### config.mk
export PLATFORM = sky130hd
export DESIGN_NAME = mem_arbiter
export DESIGN_NICKNAME = d
export VERILOG_FILES = /design/src/rtl/mem_arbiter.sv
export SDC_FILE = /design/constraint.sdc
export NUM_CORES = 1
export LEC_CHECK = 0
export CAP_MARGIN = 20
export CORE_MARGIN = 10
export CORE_UTILIZATION = 37
export CTS_CLUSTER_SIZE = 30
export DETAILED_ROUTE_END_ITERATION = 8
export PLACE_DENSITY_LB_ADDON = 0.25
export RECOVER_POWER = 25
export SLEW_MARGIN = 20
export SYNTH_ARGS = -nofsm -noshare
export SYNTH_HDL_FRONTEND = slang
export SYNTH_SLANG_ARGS = --single-unit
export TNS_END_PERCENT = 30
### constraint.sdc
create_clock -name clock -period 1.81 [get_ports clock]
set_input_delay 0.2715 -clock clock [delete_from_list [all_inputs] [get_ports clock]]
set_output_delay 0.2715 -clock clock [all_outputs]
set_load 0.005 [all_outputs]
### src/rtl/mem_arbiter.sv
// Three-way IF/LD/ST arbiter in front of a single level-held memory port.
// Define ARB_FAIRNESS_EN to bound how long IF can be starved by data traffic.
module mem_arbiter #(
  parameter int ADDR_WIDTH = 32,
  parameter int DATA_WIDTH = 32,
  parameter int STREAK_MAX = 4,
  parameter int STREAK_W   = 3
) (
  input  logic                  clock,
  input  logic                  reset,
  input  logic                  if_req,
  input  logic [ADDR_WIDTH-1:0] if_addr,
  input  logic                  if_flush,
  output logic                  if_ready,
  output logic [DATA_WIDTH-1:0] if_data,
  input  logic                  ld_req,
  input  logic [ADDR_WIDTH-1:0] ld_addr,
  input  logic [2:0]            ld_length,
  input  logic                  ld_signed,
  output logic                  ld_ready,
  output logic [DATA_WIDTH-1:0] ld_data,
  input  logic                  st_req,
  input  logic [ADDR_WIDTH-1:0] st_addr,
  input  logic [DATA_WIDTH-1:0] st_data,
  input  logic [2:0]            st_length,
  output logic                  st_ready,
  output logic                  dn_read,
  output logic                  dn_write,
  output logic [ADDR_WIDTH-1:0] dn_addr,
  output logic [DATA_WIDTH-1:0] dn_wdata,
  output logic [2:0]            dn_length,
  output logic                  dn_signed,
  input  logic                  dn_ready,
  input  logic [DATA_WIDTH-1:0] dn_rdata,
  output logic                  busy,
  output logic                  err_len
);

  typedef enum logic [2:0] {
    IDLE, GNT_IF, GNT_LD, GNT_ST, GAP
  } state_t;

  state_t state, state_nxt;
  logic   drop;
  logic   if_elig, fair;
  logic   g_if, g_ld, g_st;
  logic   ld_ok, st_ok;

  function automatic logic len_ok(input logic [2:0] len);
    return (len == 3'd1) || (len == 3'd2) || (len == 3'd4);
  endfunction

  assign if_elig = if_req && !if_flush;
  assign ld_ok   = len_ok(ld_length);
  assign st_ok   = len_ok(st_length);

`ifdef ARB_FAIRNESS_EN
  logic [STREAK_W-1:0] streak;
  assign fair = if_elig && (streak == STREAK_W'(STREAK_MAX));

  always_ff @(posedge clock or negedge reset) begin
    if (!reset) begin
      streak <= '0;
    end else if (state == IDLE) begin
      if (g_if || !if_req)
        streak <= '0;
      else if ((g_st || g_ld) && if_elig &&
               streak != STREAK_W'(STREAK_MAX))
        streak <= streak + STREAK_W'(1);
    end
  end
`else
  // Constant 0; only references the streak parameters.
  assign fair = (STREAK_MAX < 0) && (STREAK_W < 0);
`endif

  // One-hot winner: fairness override, then ST > LD > IF.
  assign g_st = st_req && !fair;
  assign g_ld = ld_req && !st_req && !fair;
  assign g_if = if_elig && (fair || (!st_req && !ld_req));

  assign busy = (state == GNT_IF) || (state == GNT_LD) ||
                (state == GNT_ST);

  always_comb begin
    state_nxt = state;
    unique case (state)
      IDLE: begin
        unique case (1'b1)
          g_st:    state_nxt = st_ok ? GNT_ST : GAP;
          g_ld:    state_nxt = ld_ok ? GNT_LD : GAP;
          g_if:    state_nxt = GNT_IF;
          default: state_nxt = IDLE;
        endcase
      end
      GNT_IF, GNT_LD, GNT_ST: begin
        if (dn_ready) state_nxt = GAP;
      end
      GAP:     state_nxt = IDLE;
      default: state_nxt = IDLE;
    endcase
  end

  always_ff @(posedge clock or negedge reset) begin
    if (!reset) state <= IDLE;
    else        state <= state_nxt;
  end

  // A flush during a fetch only suppresses its result.
  always_ff @(posedge clock or negedge reset) begin
    if (!reset)
      drop <= 1'b0;
    else if (state == GNT_IF && !dn_ready)
      drop <= drop || if_flush;
    else
      drop <= 1'b0;
  end

  always_ff @(posedge clock or negedge reset) begin
    if (!reset) begin
      dn_read   <= 1'b0;
      dn_write  <= 1'b0;
      dn_addr   <= '0;
      dn_wdata  <= '0;
      dn_length <= '0;
      dn_signed <= 1'b0;
      if_ready  <= 1'b0;
      ld_ready  <= 1'b0;
      st_ready  <= 1'b0;
      if_data   <= '0;
      ld_data   <= '0;
      err_len   <= 1'b0;
    end else begin
      if_ready <= 1'b0;
      ld_ready <= 1'b0;
      st_ready <= 1'b0;
      case (state)
        IDLE: begin
          unique case (1'b1)
            g_st: begin
              if (st_ok) begin
                dn_write  <= 1'b1;
                dn_addr   <= st_addr;
                dn_wdata  <= st_data;
                dn_length <= st_length;
                dn_signed <= 1'b0;
              end else begin
                st_ready <= 1'b1;
                err_len  <= 1'b1;
              end
            end
            g_ld: begin
              if (ld_ok) begin
                dn_read   <= 1'b1;
                dn_addr   <= ld_addr;
                dn_wdata  <= '0;
                dn_length <= ld_length;
                dn_signed <= ld_signed;
              end else begin
                ld_ready <= 1'b1;
                ld_data  <= '0;
                err_len  <= 1'b1;
              end
            end
            g_if: begin
              dn_read   <= 1'b1;
              dn_addr   <= if_addr;
              dn_wdata  <= '0;
              dn_length <= 3'd4;
              dn_signed <= 1'b0;
            end
            default: ;
          endcase
        end
        GNT_IF: begin
          if (dn_ready) begin
            dn_read <= 1'b0;
            if (!(drop || if_flush)) begin
              if_ready <= 1'b1;
              if_data  <= dn_rdata;
            end
          end
        end
        GNT_LD: begin
          if (dn_ready) begin
            dn_read  <= 1'b0;
            ld_ready <= 1'b1;
            ld_data  <= dn_rdata;
          end
        end
        GNT_ST: begin
          if (dn_ready) begin
            dn_write <= 1'b0;
            st_ready <= 1'b1;
          end
        end
        default: ;
      endcase
    end
  end

endmodule

==> summary.md <==
| Metric | Value |
|---|---|
| Status | `finished clean` |
| Yosys reg bits | `~140` |
| Minimum clock period after layout | `1747 ps` |
| DP HPWL | `approximately 17 mm` |
| Final GP Congestion | `~0.86` |
| Nets | `1,059` |
| Largest family of logic cells by synthesized area | `multiplexers` |
| Worst-path clk slew | `around 60 ps` |
| Commonest cells after routing, fill and taps aside | `clkdlybuf4s50_1, dfrtp_1, inv_1, a22o_1, mux2i_1` |
| Worst R2R Setup Slack | `about 63 ps` |
| DRC | `0` |
| Number of routed nets with antenna violations | `0` |
| Longest Clk Path Bufs | `2` |
| Final setup fails | `0` |
| # port buffers | `about 310` |
| Area Overhead vs Synth | `71.55%` |
| Setup ws final | `roughly 63 ps` |
| Die extent in y | `151.4 um` |
| TritonRoute pass-1 iters | `7` |
| Starting Density | `between 30% and 40%` |
| Dpl ws | `-406.3 ps` |
| Power Total | `16.34 mW` |
| CP Capture Type | `flop` |
| Psw | `approximately 4.8 mW` |
| Mapped Cells | `between 500 and 600` |
| Initial DRC Count | `284` |
| Slew margin rel. | `a little over a quarter` |
| First-pass GRT wire length | `approximately 34 mm` |
| Routed wire length | `around 23 mm` |
| Endpoints failing hold | `0` |
| Fmax | `around 570 MHz` |
| Via count of the first global-routing pass | `approximately 6,100` |
| Crit path required time | `approximately 2100 ps` |
| Cell Rows | `47` |
| Synth Area in XOR/XNOR | `less than 1%` |
| Compound-Gate Fraction of Synth Area | `13.60%` |
| Finished Cell Area | `about 11,000 sq um` |
| Final worst path period share | `96.51%` |
| HP Class | `in2reg` |
| Kind of critical path | `reg2reg` |
| Ys Warns | `0` |
| Setup Skew | `~9.9 ps` |
| Fillers | `1,278` |
| Die ar. | `22,910 sq um` |
| Commonest non-fill, non-tap cell in the layout | `clkdlybuf4s50_1` |
| Core area | `16,760 sq um` |
| Peak VDD IR | `0.8228 mV` |
| Depth of the CTS H-tree | `4` |
| Via count | `between 5,000 and 6,000` |
| Initial antenna violation count | `0` |
| Clk sink count | `around 140` |
| Hold slack | `just under 400 ps` |
| Die W | `around 150 um` |
| Via/cell ratio | `4.958` |
| Pwr dens | `roughly 1500 nW/um^2` |
| Crit path arrival time | `2040 ps` |
| Post-synth cell types | `40` |
| Static Leakage | `approximately 5.3 nW` |
| Simple-gate share of the synthesized area | `~5.0%` |
| Seq pwr share | `roughly 33%` |
| Total track usage | `about a fifth` |
| # IOs | `about 310` |
| DR WL/cell | `~20 um` |
| Final Util | `about two thirds` |
| Max Cap Viol | `0` |
| Post-synthesis mux area share | `between 10% and 20%` |
| Post-synth net total | `just over 700` |
| Power Internal | `11.51 mW` |
| CTS tree | `yes` |
| Post-synthesis adder-cell area fraction | `0%` |
| CTS buffer count | `17` |
| Slew at the pin closest to its max-slew limit | `between 1000 and 1500 ps` |
| Crit-path max FO | `8` |
| Syn avg cell area | `between 10 and 15 sq um` |
| Crit start category | `flop` |
| Comb power frac | `approximately 44%` |
| Synthesized cell area | `around 6400 sq um` |
| Total grt overflow | `0` |
| Root buffer cell | `clkbuf_16` |
| Max Slew Vio Count | `0` |
| Sequential share of the synthesized area | `a little under three fifths` |
| Power share of the clock group | `between 20% and 30%` |
| Largest net degree at the start of global routing | `52` |
| Sw Share | `29.56%` |
| Share of post-route cells with drive strength above 1 | `15.03%` |
| DP Area | `10,040 sq um` |
| Later-pin clock latency in the skew report | `around 400 ps` |
## layer usage
layer / part of all wire (%) / GRT usage, % / vias to the layer above
met5: 0 / 0 / -
met4: 1.5 / 6.593 / 0
met3: 7.0 / 5.280 / 22
met2: 52 / 33.28 / 199
met1: 39 / 21.94 / 2777
li1: - / - / 2550
## through the flow
stage / cells / TNS (ps)
after global placement: 1071 / -36100
after detailed placement: 1071 / -41890
after floorplan: 534 / 0
after global routing: 1118 / -47.83
after CTS: 1107 / 0
final: 1119 / 0
## critical path: stages, from the launching register on
cell	delay, ps
dfrtp_1	410
buf_6	150
nor3_4	190
a21boi_4	270
nand3_4	100
buf_12	170
buf_12	140
mux2i_4	180
## cells by family (layout without fill, tap and decap cells)
family                    count (synthesis)  count (layout)
other                                     0               1
AOI/OAI and AO/OA                       118             118
and+or+nand+nor                          67              68
xor gates and xnor gates                  3               3
DFF                                     142             142
muxes                                   100             100
buffers and inverters                   104             467
## power groups by stage
| stage | combinational, mW | sequential [mW] | clock, mW |
|---|---|---|---|
| 6_report | 7.21 | 5.39 | 3.75 |
| 5_1_grt | 7.72 | 5.56 | 3.97 |
| 4_1_cts | 6.88 | 5.39 | 3.84 |
| 3_5_place_dp | 6.79 | 5.42 | 0 |
| 3_3_place_gp | 6.64 | 5.36 | 0 |
| 2_1_floorplan | 2.40 | 5.45 | 0 |
## synth_stat cells (all sizes together)
cell type | instances | area, sq um
a211o | 2 | 17.52
or3 | 1 | 6.260
mux2 | 35 | 503.0
o21ai | 7 | 35.03
a21o | 1 | 7.510
nor4b | 1 | 15.01
a21oi | 36 | 180.2
dfrtp | 142 | 3553
a21boi | 1 | 7.510
mux2i | 65 | 650.6
nor4 | 1 | 6.260
nor2 | 4 | 17.52
nand2 | 47 | 176.4
o2111ai | 1 | 8.760
nor3 | 2 | 15.01
nand2b | 3 | 26.27
buf | 25 | 166.4
inv | 69 | 259.0
or3b | 2 | 17.52
xnor2 | 3 | 26.28
o31ai | 1 | 7.510
nor2b | 1 | 6.260
o2bb2ai | 1 | 8.760
or4 | 1 | 7.510
a22o | 64 | 560.5
nand3 | 3 | 20.02
nand3b | 1 | 7.510
o211ai | 3 | 27.52
clkbuf | 10 | 37.54
a22oi | 1 | 7.510
## final cells by class
class                           count  area (sq um)  share of cell area, %
Timing Repair Buffer              366          3770                  34.41
Sequential cell                   142          3555                  32.45
Multi-Input combinational cell    289          2461                  22.46
Clock buffer                       18         429.2                  3.917
Tap cell                          220         275.3                  2.513
Inverter                           69         259.0                  2.364
Clock inverter                     14         203.9                  1.862
Antenna cell                        1         2.502                0.02284
## path summary, 6_finish.rpt
kind                                      to          from  depth (start not counted)
worst max-delay path             dn_addr[31]      state[2]                          7
worst min-delay path                dn_write        st_req                          4
worst max register to register   dn_addr[31]      state[2]                          7
worst min register to register  dn_length[0]  dn_length[0]                          1
max in group asynchronous       dn_wdata[21]         reset                          3
min in group asynchronous        dn_wdata[7]         reset                          2
## registers in the layout, indices dropped and copies added (netlist names)
signal / count
dn_signed: 1
if_ready: 1
dn_read: 1
dn_addr: 32
dn_write: 1
ld_ready: 1
state: 3
drop: 1
if_data: 32
dn_wdata: 32
dn_length: 3
err_len: 1
ld_data: 32
st_ready: 1
## what timing repair did
action,CTS,global route
gates resized for setup,5,16
setup endpoints to repair,34,40
hold buffers,1,0
cloned,1,7
endpoints found under the hold margin,34,0
pin swaps,0,4
setup buffers,2,4
Power figures use the tool's default switching activity.
